### src/rtl/vend_pkg.sv
// Shared definitions for the vending sequencer: state encoding, coin codes,
// price table and the default credit ceiling.
package vend_pkg;

  localparam int CREDIT_W           = 8;
  localparam int MAX_CREDIT_DEFAULT = 200;

  typedef enum logic [1:0] {
    ST_IDLE    = 2'd0,  // no credit held
    ST_COLLECT = 2'd1,  // credit > 0, accepting coins and selections
    ST_VEND    = 2'd2,  // waiting for the dispenser
    ST_CHANGE  = 2'd3   // paying out remaining credit coin by coin
  } state_t;

  typedef enum logic [1:0] {
    COIN_5   = 2'b00,
    COIN_10  = 2'b01,
    COIN_25  = 2'b10,
    COIN_BAD = 2'b11
  } coin_t;

  localparam logic [CREDIT_W-1:0] PRICE_ITEM0 = 8'd25;
  localparam logic [CREDIT_W-1:0] PRICE_ITEM1 = 8'd50;
  localparam logic [CREDIT_W-1:0] PRICE_ITEM2 = 8'd75;
  localparam logic [CREDIT_W-1:0] PRICE_ITEM3 = 8'd100;

  // Price in cents of a product index.
  function automatic logic [CREDIT_W-1:0] item_price(input logic [1:0] item);
    case (item)
      2'd0:    return PRICE_ITEM0;
      2'd1:    return PRICE_ITEM1;
      2'd2:    return PRICE_ITEM2;
      default: return PRICE_ITEM3;
    endcase
  endfunction

  // Value in cents of a coin code; the invalid code is worth nothing.
  function automatic logic [CREDIT_W-1:0] coin_value(input logic [1:0] code);
    case (code)
      COIN_5:  return 8'd5;
      COIN_10: return 8'd10;
      COIN_25: return 8'd25;
      default: return 8'd0;
    endcase
  endfunction

endpackage

### src/rtl/vend_change_sel.sv
// Greedy change-coin picker: the largest coin that does not exceed the
// remaining credit. Credit is always a multiple of 5, so 5c is the floor.
module vend_change_sel
  import vend_pkg::*;
(
  input  logic [CREDIT_W-1:0] credit,
  output logic [1:0]          coin
);

  // Pick the biggest coin that fits in the remaining credit.
  always_comb begin
    if (credit >= 8'd25) begin
      coin = COIN_25;
    end else if (credit >= 8'd10) begin
      coin = COIN_10;
    end else begin
      coin = COIN_5;
    end
  end

endmodule

### src/rtl/vend_sequencer.sv
// Vending machine sequencer: collects coins, arbitrates cancel/coin/select,
// drives the dispenser handshake with a timeout, and pays out change one
// coin at a time through the hopper handshake.
module vend_sequencer
  import vend_pkg::*;
#(
  parameter int MAX_CREDIT   = MAX_CREDIT_DEFAULT,
  parameter int DISP_TIMEOUT = 1000
) (
  input  logic                CLOCK_50,
  input  logic                RESET,
  input  logic                coin_valid,
  input  logic [1:0]          coin_val,
  input  logic                sel_valid,
  input  logic [1:0]          sel_item,
  input  logic                cancel,
  input  logic                disp_ack,
  input  logic                chg_ack,
  output logic                disp_req,
  output logic [1:0]          disp_item,
  output logic                chg_req,
  output logic [1:0]          chg_coin,
  output logic [CREDIT_W-1:0] credit,
  output logic                coin_reject,
  output logic                insuf,
  output logic                fault
);

  // The timeout counter runs 0 .. DISP_TIMEOUT-1 while in VEND.
  localparam int TMO_W = (DISP_TIMEOUT > 1) ? $clog2(DISP_TIMEOUT) : 1;
  localparam logic [TMO_W-1:0]    TMO_LAST = TMO_W'(DISP_TIMEOUT - 1);
  localparam logic [CREDIT_W:0]   MAX_CREDIT_L = (CREDIT_W + 1)'(MAX_CREDIT);

  state_t              state_q, state_d;
  logic [CREDIT_W-1:0] credit_q, credit_d;
  logic [1:0]          item_q, item_d;
  logic [TMO_W-1:0]    tmo_q, tmo_d;
  logic                gap_q, gap_d;       // one-cycle chg_req gap after each chg_ack
  logic                rej_q, rej_d;
  logic                insuf_q, insuf_d;
  logic                fault_q, fault_d;

  logic [1:0]          chg_coin_sel;
  logic [CREDIT_W-1:0] chg_val;
  logic [CREDIT_W-1:0] sel_price;
  logic [CREDIT_W-1:0] vend_price;
  logic [CREDIT_W:0]   coin_sum;           // one extra bit so the limit check cannot wrap
  logic                coin_ok;

  vend_change_sel u_change_sel (
    .credit (credit_q),
    .coin   (chg_coin_sel)
  );

  assign chg_val    = coin_value(chg_coin_sel);
  assign sel_price  = item_price(sel_item);
  assign vend_price = item_price(item_q);
  assign coin_sum   = {1'b0, credit_q} + {1'b0, coin_value(coin_val)};
  assign coin_ok    = (coin_val != COIN_BAD) && (coin_sum <= MAX_CREDIT_L);

  // State and datapath registers; reset drops everything without refunding.
  // NOTE: every register here resets asynchronously so the outputs, which are
  // decoded from these registers, clear the moment RESET rises.
  always_ff @(posedge CLOCK_50 or posedge RESET) begin
    if (RESET) begin
      state_q  <= ST_IDLE;
      credit_q <= '0;
      item_q   <= '0;
      tmo_q    <= '0;
      gap_q    <= 1'b0;
      rej_q    <= 1'b0;
      insuf_q  <= 1'b0;
      fault_q  <= 1'b0;
    end else begin
      // NOTE: non-blocking assignments so every register samples the
      // pre-edge values, independent of statement order.
      state_q  <= state_d;
      credit_q <= credit_d;
      item_q   <= item_d;
      tmo_q    <= tmo_d;
      gap_q    <= gap_d;
      rej_q    <= rej_d;
      insuf_q  <= insuf_d;
      fault_q  <= fault_d;
    end
  end

  // Next-state and datapath update: arbitration, vend handshake, change payout.
  always_comb begin
    // NOTE: defaults first so every path assigns every signal and no latch
    // is inferred; pulses and the gap flag default to 0 each cycle.
    state_d  = state_q;
    credit_d = credit_q;
    item_d   = item_q;
    tmo_d    = '0;
    gap_d    = 1'b0;
    rej_d    = 1'b0;
    insuf_d  = 1'b0;
    fault_d  = 1'b0;

    case (state_q)
      ST_IDLE, ST_COLLECT: begin
        // Priority cancel > coin > select, one event served per cycle.
        // Cancel only counts when there is credit to refund.
        if (cancel && (state_q == ST_COLLECT)) begin
          state_d = ST_CHANGE;
          rej_d   = coin_valid;
        end else if (coin_valid) begin
          if (coin_ok) begin
            credit_d = coin_sum[CREDIT_W-1:0];
            state_d  = ST_COLLECT;
          end else begin
            rej_d = 1'b1;
          end
        end else if (sel_valid) begin
          if (credit_q >= sel_price) begin
            state_d = ST_VEND;
            item_d  = sel_item;
          end else begin
            insuf_d = 1'b1;
          end
        end
      end

      ST_VEND: begin
        rej_d = coin_valid;
        if (disp_ack) begin
          // Credit is at least the price here, so the subtraction cannot wrap.
          credit_d = credit_q - vend_price;
          state_d  = (credit_q != vend_price) ? ST_CHANGE : ST_IDLE;
        end else if (tmo_q == TMO_LAST) begin
          // Dispenser gave up: keep the whole credit and refund it.
          fault_d = 1'b1;
          state_d = ST_CHANGE;
        end else begin
          tmo_d = tmo_q + 1'b1;
        end
      end

      ST_CHANGE: begin
        rej_d = coin_valid;
        if (!gap_q && chg_ack) begin
          credit_d = credit_q - chg_val;
          gap_d    = 1'b1;
          if (credit_q == chg_val) begin
            state_d = ST_IDLE;
          end
        end
      end

      default: state_d = ST_IDLE;
    endcase
  end

  // Output decode from the registered state.
  always_comb begin
    disp_req    = (state_q == ST_VEND);
    disp_item   = item_q;
    chg_req     = (state_q == ST_CHANGE) && !gap_q;
    chg_coin    = (state_q == ST_CHANGE) ? chg_coin_sel : COIN_5;
    credit      = credit_q;
    coin_reject = rej_q;
    insuf       = insuf_q;
    fault       = fault_q;
  end

endmodule

### config.mk
export PLATFORM = sky130hd
export DESIGN_NAME = vend_sequencer
export DESIGN_NICKNAME = d
export VERILOG_FILES = /design/src/rtl/vend_pkg.sv /design/src/rtl/vend_change_sel.sv /design/src/rtl/vend_sequencer.sv
export SDC_FILE = /design/constraint.sdc
export NUM_CORES = 1
export LEC_CHECK = 0
export CORE_ASPECT_RATIO = 1.25
export CORE_MARGIN = 2
export CORE_UTILIZATION = 57
export DETAILED_ROUTE_END_ITERATION = 10
export PLACE_DENSITY_LB_ADDON = 0.15
export SYNTH_ARGS = -nofsm -noshare
export SYNTH_HDL_FRONTEND = slang
export SYNTH_SLANG_ARGS = --single-unit
### constraint.sdc
create_clock -name CLOCK_50 -period 4.1 [get_ports CLOCK_50]
set_input_delay 0.615 -clock CLOCK_50 [delete_from_list [all_inputs] [get_ports CLOCK_50]]
set_output_delay 0.615 -clock CLOCK_50 [all_outputs]
set_load 0.02 [all_outputs]
==> results.py, run 1 <==
metrics = {
    "detailed_routing": {
        "drc": 0,
        "totalWireLength_mm": 5.82,
        "viasPerCell": 5.76,
        "route.top_layer_used": "met4",
        "drt_iter0_drc": 116,
        "wl_met3_um": 163,
        "routedWlPerCell_um": 15.3,
        "wl_met2_mm": 3.15,
        "vias": 2188,
        "wl_met1_mm": 2.39,
        "postRouteAntennaNets": 0,
        "dr.pass1.iters": 4,
    },
    "cts": {
        "cts_buffers": 3,
        "root_buffer": "clkbuf_8",
        "clock-sinks": 26,
        "clock_path_buffers": 2,
        "cts_tree": "built",
        "htree_levels": 1,
        "clk_latency_ns": 0.28,
        "cts_setup_buffers": 0,
        "holdBufCountCts": 0,
        "cts_resized": 0,
        "cts.clk_slew.worst_paths_ns": 0.09,
    },
    "finish": {
        "drive_above_1_share": 0.0559,
        "antennaDiodeCount": 0,
        "area_delta_synth_final_pct": 13.2,
        "fillers": 388,
        "final_cell_mix": "ha_1 (37), nor2_1 (36), clkdlybuf4s50_1 (27), dfrtp_1 (26), inv_1 (24)",
        "final_common_cell": "ha_1",
        "fin_nets": 374,
    },
    "run_status": {
        "status": "finished, final reports clean",
    },
    "timing": {
        "slew_violations": 0,
        "finalSetupTns_ns": 0,
        "finClkSkew_ns": 0.00367,
        "fmax_mhz": 286,
        "finalHoldViolCount": 0,
        "rsz0062_at_grt": "no",
        "slew_headroom": 0.324,
        "worst_slew_pin_slew_ns": 1.01,
        "setup_ws_ns": 0.603,
        "period_share": 0.853,
        "finalSetupViolations": 0,
        "min_period_ns": 3.50,
    },
    "global_route": {
        "grt_pass1_vias": 2148,
        "grt_pass1_wl_mm": 9.58,
        "grt-ovfl-total": 0,
        "grt_max_degree": 27,
        "grt_usage": 0.240,
        "antenna_found_initial": 0,
    },
    "power_and_ir_drop": {
        "ir_worst_vdd_mv": 0.365,
        "p_per_area_nw_per_um2": 912,
        "p_leak_nw": 1.33,
    },
    "synthesis": {
        "synthCells": 298,
        "yosysWarnings": 0,
        "syn_avg_cell_area_um2": 8.74,
        "ys_seq_area_frac": 0.250,
        "synthFlopType": "dfrtp_1",
        "yosysUniqueCellTypes": 60,
        "ys_ff_latch": 26,
        "synth.net_count": 349,
        "async_reset_ff_frac": 1.00,
        "synth_area_um2": 2600,
        "synth_edf_count": 0,
    },
    "placement": {
        "place_congestion": 0.892,
        "port_buffers": 27,
        "place_hpwl_mm": 4.65,
        "post-place-ws_ns": 0.319,
    },
    "die": {
        "die_area_um2": 5130,
        "die_h_um": 79.6,
        "core-area_um2": 4390,
        "start_util": 0.593,
        "rows": 27,
        "fp.dieW_um": 64.5,
        "ios": 28,
    },
    "worst_setup_path": {
        "arrival_ns": 3.67,
        "crit_type": "in -> reg",
        "cp-end-kind": "flop",
        "critPathMaxFanout": 5,
        "r2r_cells": 12,
        "crit_required_ns": 4.27,
        "start_kind": "input port",
    },
    "worst_hold_path": {
        "hold_path.class": "reg -> reg",
        "hold_path_depth": 1,
    },
    "flow_run": {
        "cap_violations": 0,
    },
}
-- path summary, 6_finish.rpt --
kind,from,to,slack (ns)
setup / recovery,coin_val[0],state_q[0]$_DFFE_PP0P_,0.60
hold / removal,tmo_q[0]$_DFF_PP0_,tmo_q[0]$_DFF_PP0_,0.49
setup reg to reg,credit[1]$_DFFE_PP0P_,credit[6]$_DFFE_PP0P_,1.15
hold reg to reg,tmo_q[0]$_DFF_PP0_,tmo_q[0]$_DFF_PP0_,0.49
max in group asynchronous,RESET,credit[3]$_DFFE_PP0P_,2.60
min in group asynchronous,RESET,disp_item[0]$_DFFE_PP0P_,0.88
-- cells by family after synthesis --
logic type                 Yosys count  share of synthesized area
muxes                                6                     0.0240
and+or+nand+nor                     97                      0.178
AOI/OAI and AO/OA                   78                      0.216
DFF                                 26                      0.250
xor gates and xnor gates            19                     0.0668
buffers and inverters               32                     0.0644
adders and majority gates           40                      0.201
-- worst max-delay path, stage by stage --
cell             delay [ns]
clkdlybuf4s50_1        0.51
inv_1                  0.10
ha_1                   0.31
ha_1                   0.36
nand2_1                0.12
o31a_4                 0.38
xnor2_2                0.15
o311ai_4               0.38
nand2_2                0.11
a311oi_2               0.30
mux2_1                 0.34
-- cell usage after synthesis, drive strengths merged, types with 2 or more instances --
library cell   n  area, um2
a21o           2       15.0
or4            2       15.0
o22ai          2       18.8
o21ai         22        110
dfrtp         26        651
nand4          3       18.8
nor2b          6       37.5
nand2b         3       18.8
mux2i          4       40.0
a21oi         17       88.8
nor3           7       35.0
a211oi         4       42.5
o21a           5       37.5
nor2          36        135
inv           24       90.1
o21bai         2       15.0
a41oi          2       17.5
xor2           6       52.6
xnor2         13        121
and2           3       18.8
buf            4       23.8
and3           6       37.5
o31a           3       35.0
o211ai         2       15.0
nand3          7       35.0
o311ai         2       35.0
a21boi         2       15.0
nor4           2       12.5
ha            37        463
clkbuf         3       21.3
mux2           2       22.5
fa             3       60.1
a22o           2       17.5
nand2         18       70.1
a31oi          2       12.5
nand3b         2       15.0
-- through the flow --
step	std cells	power, mW	hold slack (ns)	cell area [um2]	util
6_report	380	2.69	0.491	2950	0.671
5_1_grt	380	2.94	0.509	2950	0.671
4_1_cts	380	2.69	0.496	2950	0.671
3_5_place_dp	376	2.46	0.482	2880	0.655
3_3_place_gp	376	2.44	0.464	2880	0.655
2_1_floorplan	298	2.02	0.448	2600	-
-- state kept, by name, indices dropped and copies added (netlist names) --
| register | flops |
|---|---|
| credit | 8 |
| coin_reject | 1 |
| gap_q | 1 |
| insuf | 1 |
| tmo_q | 10 |
| state_q | 2 |
| disp_item | 2 |
| fault | 1 |
-- final cells by class --
type                       count  area, um2  share of cell area
multi-input combinational    240       1790               0.606
tap                           58       72.6              0.0246
sequential                    26        651               0.221
clock buffer                   3       41.3              0.0140
inverter                      24       90.1              0.0306
clock inverter                 1       30.0              0.0102
timing repair buffer          28        278              0.0942
-- metal layers --
layer	GRT usage	up-vias
li1	-	1102
met1	0.272	1034
met4	0.0894	0
met2	0.454	43
met5	0	-
met3	0.0268	9
-- where the power goes --
part,internal [mW],total (mW),switching (mW)
combinational,0.897,1.95,1.05
sequential,0.332,0.523,0.192
clock,0.131,0.216,0.0851
Power figures use the tool's default switching activity.
==> run 2, diff against run 1 <==
Settings changed: GPL_TIMING_DRIVEN set to 0.
==> run 2 against run 1 <==
Net effect: final cell count grew 1.8%; routed wire length is 6.3% higher; first-iteration DRC count increased by 7.8%; largest cell class unchanged.
==> results.py, run 2 (synthesis gave the netlist of run 1 again) <==
metrics = {
    "power_and_ir_drop": {
        "pwr-share-seq": 0.161,
        "p_per_area_nw_per_um2": 933,
        "switchingPower_mw": 1.39,
        "p_comb_frac": 0.758,
        "p_leak_nw": 1.36,
        "clock_power_share": 0.081,
        "ir_worst_vdd_mv": 0.411,
        "sw_frac_of_total": 0.493,
        "p_int_mw": 1.43,
    },
    "global_route": {
        "antenna_found_initial": 0,
        "grt_pass1_vias": 2204,
        "top_usage_layer": "met2",
        "grt_use_met3": 0.0212,
        "met2_usage": 0.461,
        "grt_pass1_wl_mm": 9.93,
        "met1_usage": 0.288,
        "grt_max_degree": 27,
        "grt_usage": 0.251,
        "grt-ovfl-total": 0,
    },
    "worst_setup_path": {
        "crit_type": "in -> reg",
        "critPathMaxFanout": 5,
        "cp_cell_sequence": "clkdlybuf4s50_1, inv_1, ha_1, ha_1, nand2_1, o31a_4, xnor2_2, o311ai_4, nand2_2, a311oi_2, mux2_1",
        "cpPeakStageDelay_ns": 0.51,
        "start_kind": "input port",
        "cp-end-kind": "flop",
        "r2r_setup_slack_ns": 1.05,
        "arrival_ns": 3.67,
        "cpMostUsedCell": "ha_1",
        "crit_path_top_delay_cell": "clkdlybuf4s50_1",
        "crit_required_ns": 4.27,
        "r2r_cells": 13,
    },
    "timing": {
        "slew_headroom": 0.296,
        "finalHoldViolCount": 0,
        "finClkSkew_ns": 0.00702,
        "min_period_ns": 3.50,
        "worst_slew_pin_slew_ns": 1.05,
        "finalSetupTns_ns": 0,
        "finalSetupViolations": 0,
        "rsz0062_at_grt": "no",
        "period_share": 0.853,
        "slew_violations": 0,
        "fmax_mhz": 286,
    },
    "detailed_routing": {
        "drt_iter0_drc": 125,
        "vias": 2300,
        "drc": 0,
        "dr.pass1.iters": 6,
        "routedWlPerCell_um": 16.0,
        "viasPerCell": 5.94,
        "postRouteAntennaNets": 0,
        "totalWireLength_mm": 6.19,
    },
    "placement": {
        "place_congestion": 0.892,
        "place_hpwl_mm": 4.77,
        "dpl.cell_count": 383,
        "port_buffers": 27,
    },
    "cts": {
        "cts_tree": "built",
        "cts.clk_slew.worst_paths_ns": 0.10,
        "cts_buffers": 3,
        "holdBufCountCts": 0,
        "root_buffer": "clkbuf_8",
        "htree_levels": 1,
        "cts_resized": 0,
        "clock-sinks": 26,
        "clk_latency_ns": 0.29,
        "clock_path_buffers": 2,
        "cts_setup_buffers": 0,
    },
    "finish": {
        "largest_register_ffs": 10,
        "top_register": "tmo_q",
        "final_common_cell": "ha_1",
        "drive_above_1_share": 0.0638,
        "finalNonFillerCells": 387,
        "final_cell_mix": "ha_1 (37), nor2_1 (36), clkdlybuf4s50_1 (27), dfrtp_1 (26), inv_1 (24)",
        "fin_nets": 381,
        "fillers": 391,
        "antennaDiodeCount": 0,
        "area_delta_synth_final_pct": 15.9,
    },
    "die": {
        "die_area_um2": 5130,
        "ios": 28,
        "die_h_um": 79.6,
        "core-area_um2": 4390,
        "fp.dieW_um": 64.5,
        "start_util": 0.593,
        "rows": 27,
    },
    "worst_hold_path": {
        "hold_path.class": "reg -> reg",
        "hold_path_depth": 1,
    },
    "flow_run": {
        "cap_violations": 0,
    },
    "run_status": {
        "status": "finished, final reports clean",
    },
}
[run 2: per-stage QoR]
stage	hold WS [ns]	util	power, mW	cell area (um2)	setup slack [ns]
2_1_floorplan	0.448	-	2.02	2600	1.07
3_5_place_dp	0.477	0.671	2.55	2950	0.315
4_1_cts	0.491	0.687	2.79	3020	0.617
6_report	0.486	0.687	2.82	3020	0.603
3_3_place_gp	0.466	0.671	2.52	2950	0.347
5_1_grt	0.527	0.687	3.05	3020	0.492
[run 2: final cells by class]
class                   instances  area, um2  share of cell area
clock inverters                 1       30.0             0.00995
repair buffers                 27        270              0.0896
multi-input cells             240       1790               0.592
flip-flops and latches         26        651               0.216
inverters                      24       90.1              0.0299
clock buffers                   3       41.3              0.0137
plain buffers                   8       77.6              0.0257
well taps                      58       72.6              0.0240
[run 2: worst max-delay path: cells and delay by family]
family                   cells  cell delay, ns
AO/OA/AOI/OAI                3            1.07
XOR/XNOR                     1            0.16
adder cells (fa/ha/maj)      2            0.66
buffers and inverters        2            0.60
multiplexers                 1            0.35
AND/OR/NAND/NOR              2            0.23
[run 2: metal layers]
metal  vias up  wire, um
met5         -         0
met3        21       213
li1       1121         -
met2        75      3170
met4         0       216
met1      1083      2590
[run 2: power groups by stage]
stage               registers [mW]  clock network [mW]  logic [mW]
global route                 0.461               0.238        2.35
finish                       0.452               0.228        2.14
floorplan                    0.481                   0        1.54
detailed placement           0.456                   0        2.09
CTS                          0.451               0.228        2.11
global placement             0.454                   0        2.07
[run 2: final timing paths]
check                                      start                       end
max                                  coin_val[0]    state_q[0]$_DFFE_PP0P_
min                           tmo_q[0]$_DFF_PP0_        tmo_q[0]$_DFF_PP0_
max reg2reg                credit[7]$_DFFE_PP0P_     credit[6]$_DFFE_PP0P_
min reg2reg                   tmo_q[0]$_DFF_PP0_        tmo_q[0]$_DFF_PP0_
max in group asynchronous                  RESET     credit[4]$_DFFE_PP0P_
min in group asynchronous                  RESET  disp_item[0]$_DFFE_PP0P_
